`config.mk`:
```
export PLATFORM = sky130hd
export DESIGN_NAME = mem_access_stage_flat
export DESIGN_NICKNAME = d
export VERILOG_FILES = /design/src/rtl/mem_access_stage_if.sv /design/src/rtl/mem_access_stage.sv /design/src/flat_wrapper.sv
export SDC_FILE = /design/constraint.sdc
export NUM_CORES = 1
export LEC_CHECK = 0
export BUFFER_PORTS_ARGS = -buffer_cell sky130_fd_sc_hd__buf_2
export CORE_ASPECT_RATIO = 0.6
export CORE_MARGIN = 2
export CORE_UTILIZATION = 50
export DETAILED_ROUTE_END_ITERATION = 6
export HOLD_SLACK_MARGIN = 0.15
export PLACE_DENSITY = 0.8
export SYNTH_ARGS = -nofsm -noshare
export SYNTH_HDL_FRONTEND = slang
export SYNTH_SLANG_ARGS = --single-unit
```
`constraint.sdc`:
```
create_clock -name clk -period 3.5 [get_ports clk]
set_input_delay 0.175 -clock clk [delete_from_list [all_inputs] [get_ports clk]]
set_output_delay 0.175 -clock clk [all_outputs]
set_load 0.005 [all_outputs]
```
`src/rtl/mem_access_stage_if.sv`:
```
// Data-bus interface between the memory-access stage and the data memory.
// The stage is the master: it drives request, write enable, address, byte
// enables and lane-replicated store data; memory answers with ready/rdata.
interface mem_access_stage_if;
    logic        req;
    logic        we;
    logic [31:0] addr;
    logic [3:0]  be;
    logic [31:0] wdata;
    logic        ready;
    logic [31:0] rdata;

    modport master (
        output req, we, addr, be, wdata,
        input  ready, rdata
    );

    modport slave (
        input  req, we, addr, be, wdata,
        output ready, rdata
    );
endinterface

```
`src/rtl/mem_access_stage.sv`:
```
// Memory-access stage of the five-stage RISC-V pipeline.
// Owns the EX/MEM pipeline register, runs the data-bus handshake with a
// bounded wait, formats load data, resolves branches/jumps and produces the
// MEM/WB bundle, the EX/MEM forwarding value and the upstream stall.
// Optional feature macro: MEM_MISALIGN_TRAP_EN (trap misaligned half/word
// accesses instead of silently aligning them).
module mem_access_stage #(
    parameter int DBUS_TIMEOUT = 16
) (
    input  logic                     clk,
    input  logic                     rst,
    input  logic                     flush_i,
    input  logic [31:0]              ex_pc_i,
    input  logic [31:0]              ex_pc_plus_4_i,
    input  logic [31:0]              ex_result_i,
    input  logic [31:0]              ex_reg2_data_i,
    input  logic [31:0]              ex_immediate_i,
    input  logic                     ex_zero_flag_i,
    input  logic                     ex_mem_read_i,
    input  logic                     ex_mem_write_i,
    input  logic                     ex_branch_ctrl_i,
    input  logic                     ex_reg_write_i,
    input  logic [4:0]               ex_rd_addr_i,
    input  logic [2:0]               ex_funct3_i,
    input  logic [6:0]               ex_opcode_i,
    input  logic [1:0]               ex_mem_to_reg_i,
    mem_access_stage_if.master       dbus,
    output logic                     stall_o,
    output logic                     branch_taken_o,
    output logic [31:0]              branch_target_o,
    output logic [31:0]              fwd_data_o,
    output logic                     wb_valid_o,
    output logic                     wb_reg_write_o,
    output logic [4:0]               wb_rd_addr_o,
    output logic [1:0]               wb_mem_to_reg_o,
    output logic [31:0]              wb_alu_result_o,
    output logic [31:0]              wb_load_data_o,
    output logic [31:0]              wb_pc_plus_4_o,
    output logic                     bus_err_o,
    output logic                     misalign_o
);

    localparam logic [0:0] S_IDLE = 1'b0;
    localparam logic [0:0] S_WAIT = 1'b1;

    localparam logic [6:0] OP_BRANCH = 7'b1100011;
    localparam logic [6:0] OP_JAL    = 7'b1101111;
    localparam logic [6:0] OP_JALR   = 7'b1100111;

    // EX/MEM pipeline register
    logic        r_valid;
    logic [31:0] r_pc;
    logic [31:0] r_pcPlus4;
    logic [31:0] r_result;
    logic [31:0] r_reg2;
    logic [31:0] r_imm;
    logic        r_zero;
    logic        r_memRead;
    logic        r_memWrite;
    logic        r_branchCtrl;
    logic        r_regWrite;
    logic [4:0]  r_rd;
    logic [2:0]  r_funct3;
    logic [6:0]  r_opcode;
    logic [1:0]  r_memToReg;

    // Bus FSM
    logic [0:0]  r_state;
    logic [7:0]  r_waitCnt;

    logic        w_memOp;
    logic        w_misalign;
    logic [31:0] w_addr;
    logic        w_timeout;
    logic        w_req;
    logic        w_complete;
    logic        w_wbLoad;
    logic [3:0]  w_be;
    logic [31:0] w_wdata;
    logic [7:0]  w_loadByte;
    logic [15:0] w_loadHalf;
    logic [31:0] w_loadData;
    logic        w_brCond;

    assign w_memOp = r_valid & (r_memRead | r_memWrite);

    // Access size decode: alignment check (trap build) or forced alignment
    always_comb begin
        w_misalign = 1'b0;
        w_addr     = r_result;
`ifdef MEM_MISALIGN_TRAP_EN
        if (r_funct3[1:0] == 2'b01) begin
            w_misalign = w_memOp & r_result[0];
        end else if (r_funct3[1:0] == 2'b10) begin
            w_misalign = w_memOp & (r_result[1:0] != 2'b00);
        end
`else
        if (r_funct3[1:0] == 2'b01) begin
            w_addr = {r_result[31:1], 1'b0};
        end else if (r_funct3[1:0] == 2'b10) begin
            w_addr = {r_result[31:2], 2'b00};
        end
`endif
    end

    assign w_timeout  = (r_state == S_WAIT) & (r_waitCnt == 8'(DBUS_TIMEOUT));
    assign w_req      = w_memOp & ~w_misalign & ~w_timeout;
    assign w_complete = w_req & dbus.ready;

    assign stall_o    = w_req & ~dbus.ready;
    assign bus_err_o  = w_timeout;
    assign misalign_o = w_misalign;

    // Byte enables and lane-replicated store data from size and address
    always_comb begin
        w_be    = 4'b1111;
        w_wdata = r_reg2;
        case (r_funct3[1:0])
            2'b00: begin
                w_be    = 4'b0001 << w_addr[1:0];
                w_wdata = {4{r_reg2[7:0]}};
            end
            2'b01: begin
                w_be    = 4'b0011 << {w_addr[1], 1'b0};
                w_wdata = {2{r_reg2[15:0]}};
            end
            default: begin
                w_be    = 4'b1111;
                w_wdata = r_reg2;
            end
        endcase
    end

    assign dbus.req   = w_req;
    assign dbus.we    = w_req & r_memWrite;
    assign dbus.addr  = w_req ? w_addr  : 32'd0;
    assign dbus.be    = w_req ? w_be    : 4'd0;
    assign dbus.wdata = w_req ? w_wdata : 32'd0;

    // Lane selection and sign/zero extension of load data
    always_comb begin
        case (w_addr[1:0])
            2'b00:   w_loadByte = dbus.rdata[7:0];
            2'b01:   w_loadByte = dbus.rdata[15:8];
            2'b10:   w_loadByte = dbus.rdata[23:16];
            default: w_loadByte = dbus.rdata[31:24];
        endcase
        w_loadHalf = w_addr[1] ? dbus.rdata[31:16] : dbus.rdata[15:0];
        case (r_funct3)
            3'b000:  w_loadData = {{24{w_loadByte[7]}}, w_loadByte};
            3'b001:  w_loadData = {{16{w_loadHalf[15]}}, w_loadHalf};
            3'b100:  w_loadData = {24'd0, w_loadByte};
            3'b101:  w_loadData = {16'd0, w_loadHalf};
            default: w_loadData = dbus.rdata;
        endcase
    end

    // Branch condition from the ALU flags; jumps are always taken
    always_comb begin
        case (r_funct3)
            3'b000:         w_brCond = r_zero;
            3'b001:         w_brCond = ~r_zero;
            3'b100, 3'b110: w_brCond = r_result[0];
            3'b101, 3'b111: w_brCond = ~r_result[0];
            default:        w_brCond = 1'b0;
        endcase
    end

    assign branch_taken_o  = r_valid & (((r_opcode == OP_BRANCH) & r_branchCtrl & w_brCond)
                                        | (r_opcode == OP_JAL) | (r_opcode == OP_JALR));
    assign branch_target_o = (r_opcode == OP_JALR) ? {r_result[31:1], 1'b0} : (r_pc + r_imm);
    assign fwd_data_o      = r_result;

    // EX/MEM register: hold while stalled, otherwise load (bubble on flush)
    always_ff @(posedge clk) begin
        if (rst) begin
            r_valid      <= 1'b0;
            r_pc         <= 32'd0;
            r_pcPlus4    <= 32'd0;
            r_result     <= 32'd0;
            r_reg2       <= 32'd0;
            r_imm        <= 32'd0;
            r_zero       <= 1'b0;
            r_memRead    <= 1'b0;
            r_memWrite   <= 1'b0;
            r_branchCtrl <= 1'b0;
            r_regWrite   <= 1'b0;
            r_rd         <= 5'd0;
            r_funct3     <= 3'd0;
            r_opcode     <= 7'd0;
            r_memToReg   <= 2'd0;
        end else if (!stall_o) begin
            r_valid      <= ~flush_i;
            r_pc         <= ex_pc_i;
            r_pcPlus4    <= ex_pc_plus_4_i;
            r_result     <= ex_result_i;
            r_reg2       <= ex_reg2_data_i;
            r_imm        <= ex_immediate_i;
            r_zero       <= ex_zero_flag_i;
            r_memRead    <= ex_mem_read_i    & ~flush_i;
            r_memWrite   <= ex_mem_write_i   & ~flush_i;
            r_branchCtrl <= ex_branch_ctrl_i & ~flush_i;
            r_regWrite   <= ex_reg_write_i   & ~flush_i;
            r_rd         <= ex_rd_addr_i;
            r_funct3     <= ex_funct3_i;
            r_opcode     <= ex_opcode_i;
            r_memToReg   <= flush_i ? 2'd0 : ex_mem_to_reg_i;
        end
    end

    // Bus FSM and wait counter; the first unanswered request cycle counts as one
    always_ff @(posedge clk) begin
        if (rst) begin
            r_state   <= S_IDLE;
            r_waitCnt <= 8'd0;
        end else begin
            case (r_state)
                S_IDLE: begin
                    if (w_req && !dbus.ready) begin
                        r_state   <= S_WAIT;
                        r_waitCnt <= 8'd1;
                    end
                end
                S_WAIT: begin
                    if (w_complete || w_timeout) begin
                        r_state   <= S_IDLE;
                        r_waitCnt <= 8'd0;
                    end else begin
                        r_waitCnt <= r_waitCnt + 8'd1;
                    end
                end
                default: begin
                    r_state   <= S_IDLE;
                    r_waitCnt <= 8'd0;
                end
            endcase
        end
    end

    assign w_wbLoad = w_complete | (r_valid & ~w_memOp) | w_timeout | w_misalign;

    // MEM/WB register: retire finished instructions, bubble otherwise
    always_ff @(posedge clk) begin
        if (rst) begin
            wb_valid_o      <= 1'b0;
            wb_reg_write_o  <= 1'b0;
            wb_rd_addr_o    <= 5'd0;
            wb_mem_to_reg_o <= 2'd0;
            wb_alu_result_o <= 32'd0;
            wb_load_data_o  <= 32'd0;
            wb_pc_plus_4_o  <= 32'd0;
        end else if (w_wbLoad) begin
            wb_valid_o      <= 1'b1;
            wb_reg_write_o  <= r_regWrite & ~w_timeout & ~w_misalign;
            wb_rd_addr_o    <= r_rd;
            wb_mem_to_reg_o <= r_memToReg;
            wb_alu_result_o <= r_result;
            wb_load_data_o  <= w_complete ? w_loadData : 32'd0;
            wb_pc_plus_4_o  <= r_pcPlus4;
        end else begin
            wb_valid_o      <= 1'b0;
            wb_reg_write_o  <= 1'b0;
        end
    end

endmodule
```
`src/flat_wrapper.sv`:
```
// flat-port wrapper written by rule: the top's interface ports become plain ports
module mem_access_stage_flat 
#(
    parameter int DBUS_TIMEOUT = 16
)
  (clk, rst, flush_i, ex_pc_i, ex_pc_plus_4_i, ex_result_i, ex_reg2_data_i, ex_immediate_i, ex_zero_flag_i, ex_mem_read_i, ex_mem_write_i, ex_branch_ctrl_i, ex_reg_write_i, ex_rd_addr_i, ex_funct3_i, ex_opcode_i, ex_mem_to_reg_i, stall_o, branch_taken_o, branch_target_o, fwd_data_o, wb_valid_o, wb_reg_write_o, wb_rd_addr_o, wb_mem_to_reg_o, wb_alu_result_o, wb_load_data_o, wb_pc_plus_4_o, bus_err_o, misalign_o, dbus_req, dbus_we, dbus_addr, dbus_be, dbus_wdata, dbus_ready, dbus_rdata);
  mem_access_stage_if dbus_i ();
  input  logic clk;
  input  logic rst;
  input  logic flush_i;
  input  logic [31:0] ex_pc_i;
  input  logic [31:0] ex_pc_plus_4_i;
  input  logic [31:0] ex_result_i;
  input  logic [31:0] ex_reg2_data_i;
  input  logic [31:0] ex_immediate_i;
  input  logic ex_zero_flag_i;
  input  logic ex_mem_read_i;
  input  logic ex_mem_write_i;
  input  logic ex_branch_ctrl_i;
  input  logic ex_reg_write_i;
  input  logic [4:0] ex_rd_addr_i;
  input  logic [2:0] ex_funct3_i;
  input  logic [6:0] ex_opcode_i;
  input  logic [1:0] ex_mem_to_reg_i;
  output logic stall_o;
  output logic branch_taken_o;
  output logic [31:0] branch_target_o;
  output logic [31:0] fwd_data_o;
  output logic wb_valid_o;
  output logic wb_reg_write_o;
  output logic [4:0] wb_rd_addr_o;
  output logic [1:0] wb_mem_to_reg_o;
  output logic [31:0] wb_alu_result_o;
  output logic [31:0] wb_load_data_o;
  output logic [31:0] wb_pc_plus_4_o;
  output logic bus_err_o;
  output logic misalign_o;
  output wire logic [$bits(dbus_i.req)-1:0] dbus_req;
  output wire logic [$bits(dbus_i.we)-1:0] dbus_we;
  output wire logic [$bits(dbus_i.addr)-1:0] dbus_addr;
  output wire logic [$bits(dbus_i.be)-1:0] dbus_be;
  output wire logic [$bits(dbus_i.wdata)-1:0] dbus_wdata;
  input wire logic [$bits(dbus_i.ready)-1:0] dbus_ready;
  input wire logic [$bits(dbus_i.rdata)-1:0] dbus_rdata;
  assign dbus_req = dbus_i.req;
  assign dbus_we = dbus_i.we;
  assign dbus_addr = dbus_i.addr;
  assign dbus_be = dbus_i.be;
  assign dbus_wdata = dbus_i.wdata;
  assign dbus_i.ready = dbus_ready;
  assign dbus_i.rdata = dbus_rdata;
  mem_access_stage #(.DBUS_TIMEOUT(DBUS_TIMEOUT)) u_core (.clk(clk), .rst(rst), .flush_i(flush_i), .ex_pc_i(ex_pc_i), .ex_pc_plus_4_i(ex_pc_plus_4_i), .ex_result_i(ex_result_i), .ex_reg2_data_i(ex_reg2_data_i), .ex_immediate_i(ex_immediate_i), .ex_zero_flag_i(ex_zero_flag_i), .ex_mem_read_i(ex_mem_read_i), .ex_mem_write_i(ex_mem_write_i), .ex_branch_ctrl_i(ex_branch_ctrl_i), .ex_reg_write_i(ex_reg_write_i), .ex_rd_addr_i(ex_rd_addr_i), .ex_funct3_i(ex_funct3_i), .ex_opcode_i(ex_opcode_i), .ex_mem_to_reg_i(ex_mem_to_reg_i), .dbus(dbus_i), .stall_o(stall_o), .branch_taken_o(branch_taken_o), .branch_target_o(branch_target_o), .fwd_data_o(fwd_data_o), .wb_valid_o(wb_valid_o), .wb_reg_write_o(wb_reg_write_o), .wb_rd_addr_o(wb_rd_addr_o), .wb_mem_to_reg_o(wb_mem_to_reg_o), .wb_alu_result_o(wb_alu_result_o), .wb_load_data_o(wb_load_data_o), .wb_pc_plus_4_o(wb_pc_plus_4_o), .bus_err_o(bus_err_o), .misalign_o(misalign_o));
endmodule
```
Word-level counts from Yosys, hierarchy flattened
Cells that the tools add are included.
{ "classes": {"n_addsub": 2, "n_eq_ne": 14, "shift": 2, "muxes": 21, "bitwise": 28, "n_reduce_logical": 9} }
{ "op_table": {"columns": ["cell", "n"], "rows": [
  ["32-bit 2-to-1 mux", 4],
  ["32-bit one-hot mux with 4 select lines", 1],
  ["32-bit one-hot mux with 2 select lines", 1],
  ["32-bit adder", 1],
  ["8-bit one-hot mux with 3 select lines", 1],
  ["7-bit == test, second input constant", 3],
  ["16-bit 2-to-1 mux", 1],
  ["8-bit 2-to-1 mux", 2],
  ["8-bit one-hot mux with 2 select lines", 1],
  ["1-bit AND", 15],
  ["3-bit == test, second input constant", 4],
  ["8-bit by 1-bit adder with 8-bit output, second input constant", 1],
  ["8-bit by 5-bit == test with 1-bit output, second input constant", 1],
  ["1-bit inverter", 8],
  ["4-bit one-hot mux with 2 select lines", 1],
  ["2-bit 2-to-1 mux", 3],
  ["2-bit OR reduction", 3],
  ["1-bit bitwise OR", 5],
  ["2-bit by 1-bit == test with 1-bit output, second input constant", 2],
  ["2-bit == test, second input constant", 2],
  ["2-bit logical NOT", 2],
  ["4-bit 2-to-1 mux", 1],
  ["1-bit one-hot mux with 4 select lines", 1],
  ["1-bit by 2-bit << shifter with 4-bit output, first input constant", 1],
  ["9 further kinds", 11]
]} }
{ "totals": {"reg_bits": 297, "inputBits": 218, "out_inout_bits": 243} }

Depth between registers and ports, before layout
Gate-level depths: netlist of the first run.
{ "logic_depth": {"word_depth": 9, "depth_mapped": 13, "depth_no_buf": 11} }

Worst setup path before layout of the first run
No wires, ideal clock.
{ "synth_timing": {"path_kind": "reg2out", "from": "register u_core.r_imm[0]", "to": "output branch_target_o[22]", "arrival_ns": 2.518, "t_required_ns": 3.325, "slack_ns": 0.807, "stages_incl_launch_ff": 12, "n_path_buf": 0, "path_cell_list": "dfxtp_1 ha_1 fa_1 a211oi_2 o21bai_2 a21oi_2 o31ai_2 a21bo_4 o21ai_4 nand2b_1 a2111o_1 nand3_1"} }
{ "synth_via": {"elab_chain_cells": 2} }
{ "synth_rtl": {"columns": ["item", "line", "source"], "rows": [
  ["start: declaration", "mem_access_stage.sv:56", "logic [31:0] r_imm;"],
  ["start signal: assignment", "mem_access_stage.sv:198", "r_imm <= ex_immediate_i;"],
  ["32-bit adder", "mem_access_stage.sv:171", "assign branch_target_o = (r_opcode == OP_JALR) ? {r_result[31:1], 1'b0} : (r_pc + r_imm);"],
  ["32-bit 2-to-1 mux", "mem_access_stage.sv:171", null],
  ["end: declaration", "flat_wrapper.sv:27", "output logic [31:0] branch_target_o;"]
]} }
Every way passes these cells.

Final worst setup path of the first run
Ends and elaborated chain as after synthesis.

==> results of run 1 <==
-- layout make-up --
cell class              instances  area, um^2
clock inverters                10         160
repair buffers                731        5040
clock buffers                  41         851
well taps                     360         450
inverters                      19        76.3
diodes                          5        12.5
flip-flops and latches        297        5950
multi-input cells            1378        7040
fillers                      1814        6950
-- cell families (layout without fill, tap and decap cells) --
kind of cell | count (synthesis) | after routing | synth area share
compound gates | 479 | 479 | 0.199
other cells | 1 | 6 | 0.000277
buf+inv | 145 | 801 | 0.0460
simple gates | 811 | 811 | 0.247
mux | 25 | 25 | 0.0195
flops | 297 | 297 | 0.439
fa+ha+maj | 34 | 34 | 0.0319
xor+xnor | 28 | 28 | 0.0181
-- layer usage --
metal | share of wire | routed length, um | track usage
met1 | 0.38 | 21100 | 0.459
met5 | 0 | 0 | 0
met4 | 0.062 | 3470 | 0.191
met3 | 0.11 | 6360 | 0.0905
met2 | 0.44 | 24800 | 0.590
-- timing repair --
action | CTS | global route
buffers inserted | 1 | 5
cloned | 0 | 1
endpoints found under the hold margin | 243 | 0
setup endpoints to repair | 6 | 10
hold buffers | 246 | 0
pin swaps | 2 | 12
gates resized for setup | 1 | 11
-- layout by cell type, fill, tap and decap left out, drive strengths merged, types with 9 or more instances in the layout --
master	Yosys	final
a21oi	332	332
and2	40	40
buf	51	483
clkbuf	75	43
dfxtp	297	297
dlygate4sd3	0	246
ha	33	33
inv	18	20
mux2i	23	23
nand2	604	604
nand2b	12	12
nand3	17	17
nor2	94	94
nor2b	10	10
o21a	9	9
o21ai	82	82
xnor2	18	18
xor2	10	10
-- worst max-delay path, stage by stage (launching register included) --
cell and delay [ns]:
dfxtp_2 0.34, ha_4 0.16, fa_2 0.40, a211oi_4 0.29, o21bai_2 0.11, a21oi_2 0.24
o31ai_4 0.13, a21bo_4 0.29, o21ai_4 0.19, nand2b_1 0.09, a2111o_1 0.38, nand3_1 0.07
buf_2 0.12
-- report_power, final --
group,total (mW),switching (mW),internal [mW],leakage (nW)
logic,1.31,0.694,0.618,6.07
clock network,3.37,1.38,1.98,0.497
registers,3.67,0.137,3.54,2.45
-- metrics by stage --
stage / std cells / hold slack, ns / setup WS [ns]
global placement: 2532 / 0.419 / 0.568
floorplan: 1820 / 0.267 / 0.807
finish: 2841 / 0.212 / -0.0125
global route: 2841 / 0.218 / -0.140
CTS: 2830 / 0.173 / 0.0121
detailed placement: 2532 / 0.423 / 0.476
-- worst paths after layout --
| check | start | end | slack (ns) |
|---|---|---|---|
| worst max-delay path | u_core.r_imm[0] | branch_target_o[22] | -0.01 |
| worst min-delay path | dbus_ready | u_core.wb_load_data_o[7] | 0.21 |
| worst max register to register | u_core.r_waitCnt[7] | u_core.r_regWrite | 0.20 |
| worst min register to register | u_core.wb_alu_result_o[13] | u_core.wb_alu_result_o[13] | 0.45 |
-- flip-flops by register name, indices dropped and copies added (netlist names), 2 cells and up --
| name | flops |
|---|---|
| u_core.fwd_data_o | 32 |
| u_core.r_imm | 32 |
| u_core.r_pcPlus4 | 32 |
| u_core.r_pc | 32 |
| u_core.r_reg2 | 32 |
| u_core.wb_alu_result_o | 32 |
| u_core.wb_load_data_o | 32 |
| u_core.wb_pc_plus_4_o | 32 |
| u_core.r_waitCnt | 8 |
| u_core.r_opcode | 7 |
| u_core.r_rd | 5 |
| u_core.wb_rd_addr_o | 5 |
| u_core.r_funct3 | 3 |
| u_core.r_memToReg | 2 |
| u_core.wb_mem_to_reg_o | 2 |
==> qor.yml, run 1 <==
leakage_nw: 9.01
endpoint_kind: "output port"
cts_tree: "built"
worst_ep_arrival_time_ns: 3.34
grt_max_degree: 141
track_usage: 0.368
clkTransAtPathRegs_ns: 0.07
dieHeight_um: 132
ys_seq_area_frac: 0.439
crit_type: "reg2out"
ioPinCount: 461
dp_hpwl_um: 33300
portBuffers: 459
max-cap-violations: 0
yosysWarnings: 0
grt_antenna_before_repair: 5
violations: "negative setup slack"
ant_nets: 0
power.density_mw_per_mm2: 427
ys_seq_elements: 297
drive_gt1_frac: 0.231
synth_area_leaders: "dfxtp_1, nand2_1, a21oi_1, ha_1, o21ai_0"
ys.flop_type: "dfxtp_1"
max_freq_ghz: 0.285
synth_most_common_cell: "nand2_1"
setup_tns_ns: -0.0164
grt_pass1_wl_um: 84500
initial_utilization: 0.511
slew_headroom: 0.268
clock_path_buffers: 3
syn2layout_area_growth_pct: 44.4
period_minus_slack_ns: 3.51
finalSetupViolCount: 2
synth_common_cells: "nand2_1, a21oi_1, dfxtp_1"
async_flop_share: 0
h-tree-depth: 1
required_ns: 3.32
status: "complete, but fails checks"
grt_remaining_overflow: 0
root_buffer: "clkbuf_16"
drv_slew: 0
place_area_mm2: 0.0160
reg2regPathDepth: 9
rsz0062_at_grt: "yes"
worstMarginPinSlew_ns: 1.10
synth_top_area_frac: 0.439
die_area_mm2: 0.0285
die_w_um: 217
ir_drop_v: 0.000386
fin_ws_ns: -0.0125
yosys.area.top_type: "dfxtp_1"
core.rowCount: 46
core_mm2: 0.0265
synth_area_mm2: 0.0136
routedWlPerCell_um: 19.6
cp_max_fo: 4
grt_pass1_vias: 15700
drt-pass1-iter-count: 6
fin_nets: 2707
fin_area_mm2: 0.0196
utilization: 0.738
min_path_cells: 5
hold_viol: 0
min_path_type: "in2reg"
syn_nets: 2072
vias: 16400
drt-initial-drc-count: 2181
syn_inst: 1820
synth-edff-count: 0
gp_congestion: 0.943
wl_um: 55800
total_power_mw: 8.35
fin_skew_ns: 0.0211
postSynthAreaPerCell_um2: 7.45
via_per_inst: 5.77
drc_errors: 0
ys_types: 69
cts_sinks: 297
fin_crit_sh: 1.00
clkLatencyLatePin_ns: 0.56
startpoint_type: "register"
cts_buffers: 28
Note: power is estimated with default switching activity, not from simulation.
==> run 2: changes to the inputs <==
CORE_UTILIZATION = 30   (was 50)
CTS_BUF_LIST = sky130_fd_sc_hd__clkbuf_8   (was unset)
PLACE_DENSITY = unset   (was 0.8)
==> qor.yml, run 2 (synthesis results as in run 1) <==
setup_tns_ns: 0  # +0.0164 ns
h-tree-depth: 2  # +1
track_usage: 0.221  # -0.147
r2r_start: "u_core.r_waitCnt[4]"
path_buf_inv: 1  # unchanged
fin_skew_ns: 0.0226  # +0.00149 ns
power.density_mw_per_mm2: 420  # -1.6%
core.rowCount: 60  # +30%
ant_nets: 0  # unchanged
portBuffers: 459  # unchanged
hold_path_startpoint: "dbus_ready"
finalSetupViolCount: 0  # -2
fin_crit_sh: 0.980  # -0.0236
die_w_um: 278  # +29%
max_freq_ghz: 0.292  # +2.4%
ioPinCount: 461  # unchanged
via_per_inst: 4.96  # -14%
startpoint_type: "register"
crit_slowest_cell: "a2111o_1"
drt-pass1-iter-count: 5  # -1
required_ns: 3.32  # about the same
grt_antenna_before_repair: 11  # +6
grt_max_degree: 174  # +23%
fin_nets: 2702  # -0.18%
critPathTopFamily: "compound AO/OA/AOI/OAI gates"
dp_hpwl_um: 36800  # +11%
final_common_cell: "nand2_1"
place_area_mm2: 0.0163  # +1.9%
syn2layout_area_growth_pct: 45.2
die_area_mm2: 0.0470  # +65%
endpoint_kind: "output port"
drv_slew: 0  # unchanged
leakage_nw: 8.95  # -0.68%
core_mm2: 0.0447  # +68%
drc_errors: 0  # unchanged
vias: 15300  # -6.7%
slew_headroom: 0.359  # +0.0906
worstMarginPinSlew_ns: 0.961  # -0.136 ns
hold_viol: 0  # unchanged
initial_utilization: 0.303  # -0.207
rrSetupSlack_ns: 0.49  # +0.29 ns
fin_area_mm2: 0.0197  # +0.54%
rsz0062_at_grt: "yes"
cp_max_fo: 3  # -1
grt_pass1_vias: 14500  # -7.3%
drive_gt1_frac: 0.244  # +0.0124
root_buffer: "clkbuf_8"
gp_congestion: 0.909  # -3.6%
critical_path.cell_chain: "ha_4, fa_2, a211oi_2, o21bai_2, a21oi_2, o31ai_4, a21bo_4, o21ai_4, nand2b_1, a2111o_1, nand3_1, buf_2"
drt-initial-drc-count: 1139  # -48%
grt_pass1_wl_um: 82400  # -2.5%
cts_tree: "built"
clkTransAtPathRegs_ns: 0.06  # about the same
critPathMaxStageDelay_ns: 0.38  # -0.02 ns
cts_buffers: 48  # +71%
worst_ep_arrival_time_ns: 3.25  # -0.09 ns
min_path_type: "in2reg"
wl_um: 54700  # -1.9%
crit_type: "reg2out"
grt_remaining_overflow: 0  # unchanged
max-cap-violations: 0  # unchanged
period_minus_slack_ns: 3.43  # -0.0827 ns
routedWlPerCell_um: 17.8  # -9.5%
clkLatencyLatePin_ns: 0.59  # +0.03 ns
startpoint: "u_core.r_pc[0]"
ir_drop_v: 0.000234  # -39%
dieHeight_um: 169  # +28%
status: "completed"
clock_path_buffers: 3  # unchanged
cts_sinks: 297  # unchanged
layout_common_cells: "nand2_1, buf_2, a21oi_1, dfxtp_1, dlygate4sd3_1"
run 2: cell types whose count changed in the layout (fill, tap and decap cells not counted), moves of 5 or more:
cell / previous run / this run
clkbuf_16: 30 / 0
clkbuf_8: 9 / 60
inv_1: 16 / 28
dlygate4sd3_1: 246 / 221
clkinv_2: 3 / 8
run 2: layer usage:
| metal | GRT usage | part of all wire | vias up | routed length [um] |
|---|---|---|---|---|
| met5 | 0 | 0.00042 | - | 23 |
| met4 | 0.0698 | 0.027 | 4 | 1480 |
| met3 | 0.0428 | 0.074 | 107 | 4070 |
| met2 | 0.345 | 0.45 | 670 | 24400 |
| met1 | 0.306 | 0.45 | 7183 | 24800 |
| li1 | - | - | 7318 | - |
run 2: path summary, 6_finish.rpt:
check                              end  cells after the start
min           u_core.wb_load_data_o[4]                      4
max reg2reg        u_core.r_branchCtrl                      8
max                branch_target_o[22]                     12
min reg2reg  u_core.wb_mem_to_reg_o[0]                      2
run 2: power breakdown:
part           total, mW  switching [mW]  leakage (nW)  internal, mW
Combinational       1.26           0.661          5.92         0.603
Clock               3.32            1.49         0.585          1.82
Sequential          3.68           0.142          2.45          3.54
run 2: layout make-up:
type / count / area [um^2]
clock buffers: 59 / 812
repair buffers: 706 / 4780
clock inverters: 26 / 223
well taps: 589 / 737
inverters: 19 / 76.3
diodes: 6 / 15.0
flip-flops and latches: 297 / 5950
multi-input cells: 1378 / 7090
fillers: 4514 / 25000
run 2: stage by stage:
stage           util  power [mW]  worst slack (ns)  hold slack, ns  std cells
2_1_floorplan      -        4.28             0.807           0.267       1820
3_3_place_gp   0.364        4.76             0.496           0.422       2761
3_5_place_dp   0.364        4.78             0.468           0.425       2761
4_1_cts        0.438        8.34           0.00628           0.151       3069
5_1_grt        0.441        8.64           -0.0395           0.196       3080
6_report       0.441        8.26            0.0702           0.204       3080
run 2: timing repair:
item | in CTS | in global routing
endpoints found under the setup margin | 7 | 8
pin swaps | 12 | 14
hold endpoints to repair | 215 | 1
cloned | 0 | 0
resized for setup | 6 | 14
setup buffers | 3 | 4
hold buffers | 220 | 1
run 2: worst register-to-register path: stages (launching register included):
cell	delay [ns]
dfxtp_1	0.40
nor4b_2	0.25
nand4_2	0.27
nand2_1	0.17
or3_4	0.29
buf_12	0.53
nand3b_1	0.29
dlygate4sd3_1	0.60
a21oi_1	0.14
==> run 3: changes to the inputs <==
RECOVER_POWER = 50   (was unset)
TNS_END_PERCENT = 20   (was unset)
==> qor.yml, run 3 (synthesis results as in run 1) <==
status: "complete, but fails checks"
violations: "max-capacitance violations, max-slew violations"
die_area_mm2: 0.0470  # unchanged
path_buf_inv: 1  # unchanged
min_path_type: "in2reg"
core_mm2: 0.0447  # unchanged
cts_tree: "built"
clock_path_buffers: 3  # unchanged
fin_crit_sh: 0.982  # +0.00226
routedWlPerCell_um: 17.7  # -0.17%
critPathMaxStageDelay_ns: 0.38  # about the same
grt_pass1_wl_um: 82400  # unchanged
total_power_mw: 8.24  # -0.19%
track_usage: 0.221  # unchanged
fin_nets: 2702  # unchanged
grt_antenna_before_repair: 11  # unchanged
worstMarginPinSlew_ns: 2.05  # +1.09 ns
wl_um: 54600  # -0.17%
cts_buffers: 48  # unchanged
vias: 15300  # +0.013%
max_freq_ghz: 0.291  # -0.23%
fill_cells: 4550  # +0.80%
critical_path.cell_chain: "ha_2, fa_2, a211oi_2, o21bai_2, a21oi_2, o31ai_4, a21bo_4, o21ai_4, nand2b_1, a2111o_1, nand3_1, buf_2"
die_w_um: 278  # unchanged
drt-pass1-iter-count: 6  # +1
drv_slew: 33  # +33
final_common_cell: "nand2_1"
core.rowCount: 60  # unchanged
slew_headroom: -0.366  # -0.725
ant_nets: 0  # unchanged
hold_ws_ns: 0.244  # +0.0400 ns
endpoint_kind: "output port"
worst_ep_arrival_time_ns: 3.26  # about the same
required_ns: 3.32  # about the same
grt_max_degree: 174  # unchanged
grt_pass1_vias: 14500  # unchanged
layout_common_cells: "nand2_1, buf_2, a21oi_1, dfxtp_1, dlygate4sd3_1"
hold_viol: 0  # unchanged
dieHeight_um: 169  # unchanged
root_buffer: "clkbuf_8"
setup_tns_ns: 0  # unchanged
gp_congestion: 0.909  # unchanged
clkTransAtPathRegs_ns: 0.06  # about the same
crit_type: "reg2out"
startpoint_type: "register"
h-tree-depth: 2  # unchanged
fin_skew_ns: 0.0232  # +0.000540 ns
rsz0062_at_grt: "yes"
clkLatencyLatePin_ns: 0.59  # about the same
grt_remaining_overflow: 0  # unchanged
initial_utilization: 0.303  # unchanged
critPathTopFamily: "compound AO/OA/AOI/OAI gates"
portBuffers: 459  # unchanged
dp_hpwl_um: 36800  # unchanged
period_minus_slack_ns: 3.44  # +0.00792 ns
cp_max_fo: 3  # unchanged
drt-initial-drc-count: 1117  # -1.9%
crit_slowest_cell: "fa_2"
drive_gt1_frac: 0.207  # -0.0370
syn2layout_area_growth_pct: 44.2
cts_sinks: 297  # unchanged
via_per_inst: 4.96  # about the same
leakage_nw: 8.58  # -4.1%
utilization: 0.438  # -0.00319
drc_errors: 0  # unchanged
max-cap-violations: 1  # +1
multi_input_comb_area_mm2: 0.00706  # -0.44%
power.density_mw_per_mm2: 422  # +0.54%
regArea_mm2: 0.00595  # about the same
ir_drop_v: 0.000232  # -0.79%
ioPinCount: 461  # unchanged
finalSetupViolCount: 0  # unchanged
## run 3: cell types whose count changed in the layout (fill, tap and decap cells not counted), sizes merged
| cell | previous run | this run |
|---|---|---|
| clkbuf | 60 | 145 |
| buf | 484 | 399 |
## run 3: timing repair
action | in CTS | in global routing
gates resized for setup | 6 | 10
hold buffers | 220 | 1
pin swaps | 12 | 13
endpoints found under the setup margin | 7 | 8
endpoints found under the hold margin | 215 | 1
buffers inserted | 3 | 4
## run 3: worst min-delay path: cells and delay by family
| kind | cells | cell delay [ns] |
|---|---|---|
| and+or+nand+nor | 2 | 0.36 |
| buffers and inverters | 1 | 0.12 |
| AOI/OAI and AO/OA | 1 | 0.12 |
## run 3: metrics by stage
stage	area, um^2	setup WS [ns]	std cells
after detailed placement	16300	0.468	2761
final	19500	0.0623	3080
after floorplan	13600	0.807	1820
after global placement	16300	0.496	2761
after global routing	19500	-0.0626	3080
after CTS	19600	0.00628	3069
## run 3: final cells by class
cell class / instances / area share
Clock inverter: 26 / 0.0114
Inverter: 19 / 0.00391
Multi-Input combinational cell: 1378 / 0.361
Timing Repair Buffer: 706 / 0.239
Tap cell: 589 / 0.0377
Clock buffer: 59 / 0.0416
Antenna cell: 6 / 0.000768
Sequential cell: 297 / 0.304
## run 3: final timing paths
kind | from | end | slack, ns | depth (start not counted)
setup / recovery | u_core.r_pc[0] | branch_target_o[22] | 0.06 | 12
hold / removal | dbus_ready | u_core.fwd_data_o[2] | 0.24 | 4
setup reg to reg | u_core.r_waitCnt[0] | u_core.wb_alu_result_o[31] | 0.27 | 7
hold reg to reg | u_core.wb_alu_result_o[4] | u_core.wb_alu_result_o[4] | 0.45 | 2
## run 3: metal layers
| metal | wire length [um] | global-route usage | share of wire |
|---|---|---|---|
| met5 | 40 | 0 | 0.00073 |
| met4 | 1410 | 0.0698 | 0.026 |
| met3 | 4300 | 0.0428 | 0.079 |
| met2 | 24400 | 0.345 | 0.45 |
| met1 | 24500 | 0.306 | 0.45 |
## run 3: where the power goes
group	switching, mW	total [mW]	internal [mW]
Sequential	0.142	3.68	3.54
Clock	1.49	3.31	1.82
Combinational	0.660	1.25	0.594
